===== config.mk =====
export PLATFORM = sky130hd
export DESIGN_NAME = addsub_server
export DESIGN_NICKNAME = d
export VERILOG_FILES = /design/src/rtl/addsub_server.sv
export SDC_FILE = /design/constraint.sdc
export NUM_CORES = 1
export LEC_CHECK = 0
export BUFFER_PORTS_ARGS = -buffer_cell sky130_fd_sc_hd__buf_4
export CORE_MARGIN = 2
export CORE_UTILIZATION = 60
export CTS_BUF_LIST = sky130_fd_sc_hd__clkbuf_8
export CTS_CLUSTER_SIZE = 12
export DETAILED_ROUTE_END_ITERATION = 7
export GPL_TIMING_DRIVEN = 0
export PLACE_DENSITY = 0.92
export SLEW_MARGIN = 20
export SYNTH_ARGS = -nofsm -noshare
export SYNTH_HDL_FRONTEND = slang
export SYNTH_SLANG_ARGS = --single-unit

===== constraint.sdc =====
create_clock -name clk_i -period 3.3 [get_ports clk_i]
set_input_delay 0.165 -clock clk_i [delete_from_list [all_inputs] [get_ports clk_i]]
set_output_delay 0.165 -clock clk_i [all_outputs]
set_load 0.01 [all_outputs]

===== src/rtl/addsub_server.sv =====
// Shared bit-serial add/subtract responder for two requesters, round-robin arbitrated.
// Latency WIDTH+2 edges from grant to ready sampled; a request waits in IDLE until served.
module addsub_server #(
   parameter int WIDTH = 8
) (
   input  logic             clk_i,
   input  logic             rst_i,
   input  logic             req0_i,
   input  logic             mode0_i,
   input  logic [WIDTH-1:0] a0_bi,
   input  logic [WIDTH-1:0] b0_bi,
   output logic             ready0_o,
   input  logic             req1_i,
   input  logic             mode1_i,
   input  logic [WIDTH-1:0] a1_bi,
   input  logic [WIDTH-1:0] b1_bi,
   output logic             ready1_o,
   output logic [WIDTH-1:0] res_bo,
   output logic             busy_o
);

   localparam int CNT_W = (WIDTH > 1) ? $clog2(WIDTH) : 1;
   localparam logic [CNT_W-1:0] LAST_STEP = CNT_W'(WIDTH - 1);

   typedef enum logic [1:0] {
      IDLE = 2'd0,
      CALC = 2'd1,
      RESP = 2'd2,
      COOL = 2'd3
   } state_t;

   state_t           state;
   state_t           state_nxt;
   logic             grant_vld;
   logic             grant_idx;
   logic             last_grant;
   logic             gnt_q;
   logic [WIDTH-1:0] a_sr;
   logic [WIDTH-1:0] b_sr;
   logic [WIDTH-1:0] r_sr;
   logic [WIDTH-1:0] r_nxt;
   logic [CNT_W-1:0] cnt;
   logic             carry;
   logic             sum_bit;
   logic             carry_nxt;
   logic             sel_mode;
   logic [WIDTH-1:0] sel_a;
   logic [WIDTH-1:0] sel_b;

   always_ff @(posedge clk_i or negedge rst_i) begin
      if (!rst_i) begin
         state <= IDLE;
      end else begin
         state <= state_nxt;
      end
   end

   always_comb begin
      state_nxt = state;
      grant_vld = 1'b0;
      grant_idx = last_grant;
      case (state)
         IDLE: begin
            if (req0_i || req1_i) begin
               grant_vld = 1'b1;
               // On a tie the port that did not win last time goes first
               grant_idx = (req0_i && req1_i) ? ~last_grant : req1_i;
               state_nxt = CALC;
            end
         end
         CALC: begin
            if (cnt == LAST_STEP) begin
               state_nxt = RESP;
            end
         end
         RESP:    state_nxt = COOL;
         COOL:    state_nxt = IDLE;
         default: state_nxt = IDLE;
      endcase
   end

   assign sel_mode  = grant_idx ? mode1_i : mode0_i;
   assign sel_a     = grant_idx ? a1_bi : a0_bi;
   assign sel_b     = grant_idx ? b1_bi : b0_bi;
   assign sum_bit   = a_sr[0] ^ b_sr[0] ^ carry;
   assign carry_nxt = (a_sr[0] & b_sr[0]) | (a_sr[0] & carry) | (b_sr[0] & carry);
   assign r_nxt     = {sum_bit, r_sr[WIDTH-1:1]};
   assign busy_o    = (state != IDLE);

   always_ff @(posedge clk_i or negedge rst_i) begin
      if (!rst_i) begin
         a_sr       <= '0;
         b_sr       <= '0;
         r_sr       <= '0;
         cnt        <= '0;
         carry      <= 1'b0;
         gnt_q      <= 1'b0;
         last_grant <= 1'b1;
         res_bo     <= '0;
         ready0_o   <= 1'b0;
         ready1_o   <= 1'b0;
      end else if (grant_vld) begin
         // Subtract is a + ~b + 1: invert b and seed the carry
         a_sr       <= sel_a;
         b_sr       <= sel_mode ? sel_b : ~sel_b;
         carry      <= ~sel_mode;
         cnt        <= '0;
         gnt_q      <= grant_idx;
         last_grant <= grant_idx;
      end else if (state == CALC) begin
         a_sr  <= a_sr >> 1;
         b_sr  <= b_sr >> 1;
         r_sr  <= r_nxt;
         carry <= carry_nxt;
         cnt   <= cnt + CNT_W'(1);
         if (cnt == LAST_STEP) begin
            res_bo   <= r_nxt;
            ready0_o <= ~gnt_q;
            ready1_o <= gnt_q;
         end
      end else begin
         ready0_o <= 1'b0;
         ready1_o <= 1'b0;
      end
   end

endmodule


### Word-level counts from Yosys, hierarchy flattened

Cells that the tools add are included.

* order comparisons: 0
* shift operators: 0
* equal/unequal tests: 6
* multiply operators: 0
* multiplexer cells: 24
* div/mod/pow operators: 0
* reductions and logical operators: 9
* $add $sub $neg: 1
* bitwise logic cells: 12

Operator list (count)
* $mux 8: 7
* $mux 1: 12
* $not 8->8: 1
* $pmux 2 s4: 1
* $mux 3: 2
* $reduce_and 2->1: 3
* $eq 2x2->1 const B: 2
* $mux 2: 2
* $ne 2x2->1 const B: 2
* $not 1->1: 4
* $reduce_bool 2->1: 2
* $add 3x1->3 const B: 1
* $and 1x1->1: 3
* $eq 3x3->1 const B: 1
* $reduce_and 3->1: 1
* $eq 2x1->1 const B: 1
* $logic_not 2->1: 1
* $or 1x1->1: 2
* $xor 1x1->1: 2
* $logic_and 1x1->1: 1
* $logic_or 1x1->1: 1

* memories kept: 0
* RAM bits: 0
* register bits after elaboration: 42
* latch bits: 0
* input port bits: 38
* memory bits (read-only): 0
* logic and storage cells: 63

### Depth between registers and ports, before layout

Gate-level depths: netlist of run 1.

* word-level depth: 8
* gate-level depth with buffers: 10
* depth with buffers taken out: 7

### Worst setup path after synthesis of run 1

Ideal clock, no wire load.

* path kind: flip-flop to flip-flop
* start point: register state[0]
* end point: register b_sr[0]
* slack: 1506 ps
* library setup time: 137 ps
* arrival: 1657 ps
* required time: 3163 ps
* period minus slack after synthesis: 1794 ps
* cell stages (with the launch flop): 11
* cells stage by stage: dfrtp_1 inv_1 ha_1 buf_6 and2_4 buf_6 nor3_2 a211o_1 buf_6 xnor2_1 a21oi_1

* longest elaborated chain between the ends: 6
* elaborated cells between the ends (all ways): 10
* those cells by class: eq/ne: 1; mux: 6; bitwise: 1; reduce/logical: 2

RTL lines
* start: declaration: RTL line 32 `state_t state;`
* start signal: assignment: RTL line 54 `state <= state_nxt;`
* $logic_not 2->1: RTL line 62 `case (state)`
* $mux 1: RTL line 62
* $mux 8: RTL line 84 `assign sel_b = grant_idx ? b1_bi : b0_bi;`
* $not 8->8: RTL line 105 `b_sr <= sel_mode ? sel_b : ~sel_b;`
* $mux 8: RTL line 105
* $mux 8: RTL line 102 `end else if (grant_vld) begin`
* end signal: assignment: RTL line 105
* end signal: assignment: RTL line 112 `b_sr <= b_sr >> 1;`
* end: declaration: RTL line 39 `logic [WIDTH-1:0] b_sr;`

Parallel ways exist; a longest one is shown, timed or not.
A chain may end at the register's enable or synchronous reset.

### Final worst setup path of run 1

* start point: register state[0]
* end point: register b_sr[2]

The elaborated chain is that of the path after synthesis.

==> flow_summary.json, run 1 <==
{
  "clock_latency_ns": 0.30,
  "n_antenna_cell": 0,
  "fin_worst_skew_ns": 0.00577,
  "grt_setup_unrepaired": "no",
  "cp_num_buf_inv": 4,
  "slew_headroom_pct": 66.4,
  "wl_per_cell_um": 15.6,
  "globalplace.congestion": 0.811,
  "start_util_pct": 62.1,
  "dpl_cell_area_um2": 2680,
  "status": "completed",
  "leakage_nw": 1.26,
  "dp_hpwl_mm": 3.65,
  "grt_usage_pct": 26.2,
  "regArea_um2": 1030,
  "utilization_pct": 76.8,
  "pin_count": 49,
  "clkSinkCount": 41,
  "grt_pass1_wl_mm": 8.39,
  "nFillCells": 258,
  "viasPerCell": 5.81,
  "slowest_stage": "dfrtp_1",
  "grt_max_degree": 42,
  "postRouteAntennaNets": 0,
  "hold_viol_final": 0,
  "powerDensity_nw_per_um2": 893,
  "grt_pass1_vias": 1764,
  "path_clk_slew_ns": 0.07,
  "drtIter0Drc": 127,
  "syn_avg_cell_area_um2": 10.6,
  "drt_wl_total_mm": 4.94,
  "cts_resized": 0,
  "synthesis.nets": 257,
  "synth_cell_types": 35,
  "final_area_um2": 2790,
  "synth-edff-count": 0,
  "crit_top_cell": "buf_6",
  "dp_slack_ns": 1.30,
  "worstMarginPinSlew_ns": 0.504,
  "core_area_um2": 3630,
  "cp-start-kind": "flip-flop",
  "yosysWarningCount": 0,
  "crit_family": "buffers and inverters",
  "endpoint_kind": "flip-flop",
  "critPathKind": "reg2reg",
  "synthCells": 212,
  "arrival_ns": 2.18,
  "vias": 1837,
  "cts_tree": "done",
  "h-tree-depth": 2,
  "clock.fmax_mhz": 496,
  "grt-ovfl-total": 0,
  "postSynth.asyncResetShare_pct": 100,
  "crit_required_ns": 3.46,
  "rows": 22,
  "vdd_drop_max_uv": 517,
  "multi_input_area_um2": 1120,
  "syn-cell-area_um2": 2260,
  "setup_viol": 0,
  "ys_ff_latch": 41,
  "synthToLayoutAreaGrowth_pct": 23.7,
  "die_h_um": 65.3,
  "final_nets": 313,
  "synthFlopType": "dfrtp_1",
  "cts_root_buf": "clkbuf_8",
  "die-area_um2": 4270,
  "cp_cell_sequence": "inv_1 -> ha_1 -> buf_6 -> and2_4 -> buf_6 -> nor3_2 -> a211o_1 -> buf_6 -> xnor2_1 -> a21oi_1",
  "maxSlewViolCount": 0,
  "cp_slowest_stage_delay_ns": 0.39,
  "cap_violations": 0,
  "drtPass1Iterations": 4,
  "cp_max_fo": 10,
  "fin_crit_ns": 2.02,
  "io_buffers": 48,
  "die_x_um": 65.3,
  "tns_ns": 0,
  "power.total_mw": 2.49,
  "drive_gt1_share_pct": 32.1,
  "synth-seq-area-share_pct": 45.5,
  "holdCritPathClass": "in2reg",
  "drc": 0,
  "cts_inserted_buffers": 5,
  "antenna_found_initial": 0,
  "clockBufferDepth": 2,
  "post-route-worst-setup-slack_ns": 1.28,
  "fin_crit_sh_pct": 61.1
}
==> worst register-to-register path: stages (launching register included) <==
cell     delay, ns
dfrtp_1       0.39
inv_1         0.12
ha_1          0.19
buf_6         0.14
and2_4        0.15
buf_6         0.13
nor3_2        0.04
a211o_1       0.28
buf_6         0.15
xnor2_1       0.19
a21oi_1       0.09
==> placed cells by master (no fill, tap or decap), types with 2 or more instances in the layout <==
cell / count
o21ai_0: 7
o21ai_1: 2
ha_1: 6
clkbuf_1: 5
dfrtp_1: 40
clkbuf_8: 5
nor2b_1: 8
nor3b_1: 8
nand3_1: 4
inv_1: 4
nor3_1: 8
a211oi_1: 15
a22oi_1: 6
mux2_2: 15
nor2_1: 8
a21oi_1: 8
o22ai_1: 15
nand2_1: 7
buf_2: 9
buf_4: 48
mux2i_1: 11
buf_6: 3
xnor2_1: 9
==> per-stage QoR <==
step | instances | hold WS, ns
finish | 316 | 0.179
global route | 316 | 0.211
CTS | 316 | 0.171
detailed placement | 308 | 0.167
global placement | 308 | 0.165
floorplan | 212 | -0.131
==> flip-flops by register name, summed over array words and instances (netlist names) <==
signal / flops
cnt: 3
gnt_q: 1
res_bo: 8
last_grant: 1
state: 2
b_sr: 8
r_sr: 7
ready0_o: 1
carry: 1
a_sr: 8
ready1_o: 1
==> cells in the mapped netlist (2+ instances only) <==
cell | instances | area (um^2)
mux2i_1 | 11 | 110
o22ai_1 | 15 | 93.8
o21ai_0 | 7 | 35.0
dfrtp_1 | 40 | 1000
a22oi_1 | 6 | 45.0
buf_6 | 3 | 33.8
a211oi_1 | 15 | 113
o21ai_1 | 2 | 10.0
nor2_1 | 8 | 30.0
nor3b_1 | 8 | 60.1
clkbuf_1 | 5 | 18.8
nand3_1 | 4 | 20.0
mux2_2 | 15 | 169
a21oi_1 | 8 | 40.0
nand2_1 | 7 | 26.3
buf_2 | 9 | 45.0
nor2b_1 | 8 | 50.1
ha_1 | 6 | 75.1
inv_1 | 4 | 15.0
nor3_1 | 8 | 40.0
xnor2_1 | 9 | 78.8
==> final timing paths <==
| path | cells after the start | endpoint | start | slack (ns) |
|---|---|---|---|---|
| setup reg to reg | 10 | b_sr[2] | state[0] | 1.28 |
| setup / recovery | 10 | b_sr[2] | state[0] | 1.28 |
| hold / removal | 3 | a_sr[7] | a0_bi[7] | 0.18 |
| max in group asynchronous | 2 | last_grant | rst_i | 2.56 |
| min in group asynchronous | 2 | a_sr[2] | rst_i | 0.38 |
| hold reg to reg | 1 | res_bo[4] | res_bo[4] | 0.51 |
==> cell families (layout without fill, tap and decap cells) <==
family	Yosys count	after routing	share of synthesized area, %
buffers and inverters	21	77	4.99
flip-flops	41	41	45.5
adder cells (fa/ha/maj)	7	7	4.22
multiplexers	26	26	12.4
XOR/XNOR	9	9	3.49
AO/OA/AOI/OAI	59	59	17.1
AND/OR/NAND/NOR	49	49	12.3
==> where the power goes <==
group          switching, mW  internal (mW)  leakage, nW
logic                  0.676          0.600        0.702
clock network          0.168          0.220       0.0540
registers              0.114          0.713        0.504
==> metal layers <==
metal  share of wire (%)  track usage, %  routed length, um  vias to the layer above
li1                    -               -                  -                      885
met1                  44            33.6               2170                      880
met2                  49            42.0               2440                       63
met3                 4.9            7.02                242                        9
met4                 1.7            10.9                 86                        0
met5                   0               0                  0                        -
==> area by class of cell <==
cell class | count | share of cell area, %
tap | 48 | 2.15
buffer | 17 | 3.50
inverter | 4 | 0.538
clock buffer | 5 | 2.47
sequential | 41 | 36.8
clock inverter | 2 | 1.26
multi-input combinational | 150 | 40.0
timing repair buffer | 49 | 13.3
==> what timing repair did <==
action	in CTS	in global routing
hold endpoints to repair	40	0
hold buffers	1	0
setup endpoints to repair	0	0
buffers inserted	0	0
Power figures use the tool's default switching activity.
==> inputs of run 2 (changes only) <==
ABC_AREA = 1   (was unset)
CORE_UTILIZATION = 51   (was 60)
PLACE_DENSITY = 0.83   (was 0.92)
clock period = 1.7 ns   (was 3.3 ns; I/O delays follow)
==> flow_summary.json, run 2 <==
{
  "syn_avg_cell_area_um2": 7.28,
  "final_common_cell": "nand2_1",
  "final_cell_mix": "nand2_1, buf_4, inv_1",
  "io_buffers": 48,
  "rr_endpoint": "state[0]",
  "powerDensity_nw_per_um2": 1600,
  "synthToLayoutAreaGrowth_pct": 28.2,
  "postSynth.asyncResetShare_pct": 100,
  "crit_required_ns": 1.92,
  "path_clk_slew_ns": 0.08,
  "drc": 0,
  "p_seq_share_pct": 32.1,
  "synthesis.nets": 364,
  "syn-cell-area_um2": 2320,
  "swShare_pct": 44.3,
  "core_area_um2": 4380,
  "largestRegisters": "a_sr (8), b_sr (8), res_bo (8)",
  "critPathKind": "reg2reg",
  "p_sw_mw": 2.11,
  "synth_most_common_cell": "nand2_1",
  "synth-seq-area-share_pct": 44.3,
  "cap_violations": 0,
  "crit_family": "compound AO/OA/AOI/OAI gates",
  "nFillCells": 384,
  "synthCells": 319,
  "fin_crit_sh_pct": 96.1,
  "dp_hpwl_mm": 3.71,
  "synthFlopType": "dfrtp_1",
  "die-area_um2": 5110,
  "final_nets": 424,
  "rr_startpoint": "cnt[0]",
  "synth-edff-count": 0,
  "fin_worst_skew_ns": 0.00618,
  "status": "completed",
  "yosysWarningCount": 0,
  "clock_latency_ns": 0.30,
  "ys_ff_latch": 41,
  "grt_pass1_wl_mm": 8.54,
  "grt_usage_pct": 21.2,
  "die_x_um": 71.5,
  "cp_num_buf_inv": 0,
  "pin_count": 49,
  "rows": 24,
  "arrival_ns": 1.85,
  "holdCritPathClass": "in2reg",
  "clockBufferDepth": 2,
  "worstHoldStart": "a0_bi[7]",
  "synth_cell_types": 23,
  "synthTopCellsByArea": "dfrtp_1, nand2_1, inv_1",
  "r2r_cells": 5,
  "cts_tree": "done",
  "viasPerCell": 5.07,
  "dpl_cell_area_um2": 2750,
  "grt_max_degree": 42,
  "cp-start-kind": "flip-flop",
  "cp_max_fo": 5,
  "leakage_nw": 1.63,
  "drive_gt1_share_pct": 23.4,
  "start_util_pct": 52.9,
  "slowest_stage": "o21ai_0",
  "drt_wl_total_mm": 5.08,
  "drtIter0Drc": 84,
  "clock.fmax_mhz": 612,
  "hold_depth": 3,
  "hold_viol_final": 0,
  "wl_per_cell_um": 11.8,
  "grt_pass1_vias": 2031,
  "final_area_um2": 2980,
  "setup_viol": 0,
  "antenna_found_initial": 0,
  "clkPwrFrac_pct": 12.7,
  "vdd_drop_max_uv": 850,
  "cp_cell_sequence": "ha_1 -> ha_1 -> o21ai_0 -> nor3_1 -> a21oi_1",
  "clkSinkCount": 41,
  "cts_inserted_buffers": 5,
  "crit_top_cell": "ha_1",
  "fin_hold_ws_ns": 0.0631,
  "maxSlewViolCount": 0,
  "synth_top_area_cell": "dfrtp_1",
  "whs_endpoint": "a_sr[7]",
  "synthTopCellsByCount": "nand2_1, inv_1, dfrtp_1",
  "grt-ovfl-total": 0,
  "vias": 2192,
  "synth_top_area_share_pct": 43.1,
  "fin_crit_ns": 1.63,
  "postRouteAntennaNets": 0,
  "worstMarginPinSlew_ns": 0.496,
  "internal-power_mw": 2.65,
  "endpoint_kind": "flip-flop",
  "cts_root_buf": "clkbuf_8",
  "rrSetupSlack_ns": 0.07,
  "drtPass1Iterations": 4,
  "h-tree-depth": 2,
  "slew_headroom_pct": 66.9,
  "cp_slowest_stage_delay_ns": 0.43,
  "pwr-share-comb_pct": 55.2,
  "die_h_um": 71.5,
  "n_antenna_cell": 0,
  "globalplace.congestion": 0.813
}
[run 2: changes by cell type in the layout (fill, tap and decap cells not counted), sizes merged, moves of 11 or more]
cell	change
a211oi	-15
mux2	-15
inv	+51
nand2	+104
mux2i	-11
o21ai	+30
o22ai	-15
nand3	+32
[run 2: cell families after synthesis]
family	count (synthesis)	synth area share (%)
DFF	41	44.3
and+or+nand+nor	155	28.5
buffers and inverters	64	11.4
AOI/OAI and AO/OA	52	11.8
adders and majority gates	7	4.10
[run 2: repair_timing]
| action | in CTS | in global routing |
|---|---|---|
| setup buffers | 1 | 4 |
| hold buffers | 1 | 0 |
| resized for setup | 13 | 18 |
| setup endpoints to repair | 25 | 25 |
| pin swaps | 0 | 3 |
| hold endpoints to repair | 40 | 0 |
[run 2: routing by layer]
layer	track usage, %	vias to the layer above	share of wire (%)	wire (um)
li1	-	1120	-	-
met1	26.0	1005	44	2250
met2	35.3	56	49	2470
met3	5.49	11	5.0	252
met4	9.64	0	2.1	106
met5	0	-	0	0
[run 2: per-stage QoR]
step | utilization (%) | cells | total power [mW] | setup slack, ns | TNS [ns]
5_1_grt | 67.9 | 432 | 5.20 | -0.00451 | -0.00451
4_1_cts | 66.1 | 429 | 4.56 | 0.0233 | 0
6_report | 67.9 | 432 | 4.76 | 0.0668 | 0
3_5_place_dp | 62.6 | 419 | 3.80 | -0.139 | -1.66
2_1_floorplan | - | 319 | 3.20 | 0.139 | 0
3_3_place_gp | 62.6 | 419 | 3.71 | -0.110 | -1.01
[run 2: power by group through the flow]
stage	registers, mW	clock network [mW]	logic (mW)
after global routing	1.57	0.648	2.98
after CTS	1.52	0.611	2.43
after floorplan	1.49	0	1.70
final	1.53	0.607	2.63
after detailed placement	1.53	0	2.27
after global placement	1.51	0	2.19
[run 2: worst max path at each step]
stage                  start       end  slack [ns]  cells after the start
global placement    state[0]   b_sr[0]       -0.11                     10
finish                cnt[0]  state[0]        0.07                      5
floorplan           state[0]   b_sr[5]        0.14                     10
global route        state[1]   b_sr[2]      -0.005                     10
CTS                 state[0]   a_sr[7]        0.02                      8
detailed placement  state[0]   b_sr[5]       -0.14                     10
[run 2: layout make-up]
class	count	area (um^2)	area share (%)
clock buffer	5	68.8	2.31
inverter	54	203	6.81
clock inverter	3	13.8	0.462
sequential	41	1030	34.5
multi-input combinational	214	1120	37.6
buffer	9	72.6	2.44
timing repair buffer	54	408	13.7
tap	52	65.1	2.19
[run 2: worst reg2reg max path, stage by stage, from the launching register on]
cell     delay, ns
dfrtp_1       0.40
ha_1          0.20
ha_1          0.27
o21ai_0       0.43
nor3_1        0.10
a21oi_1       0.15
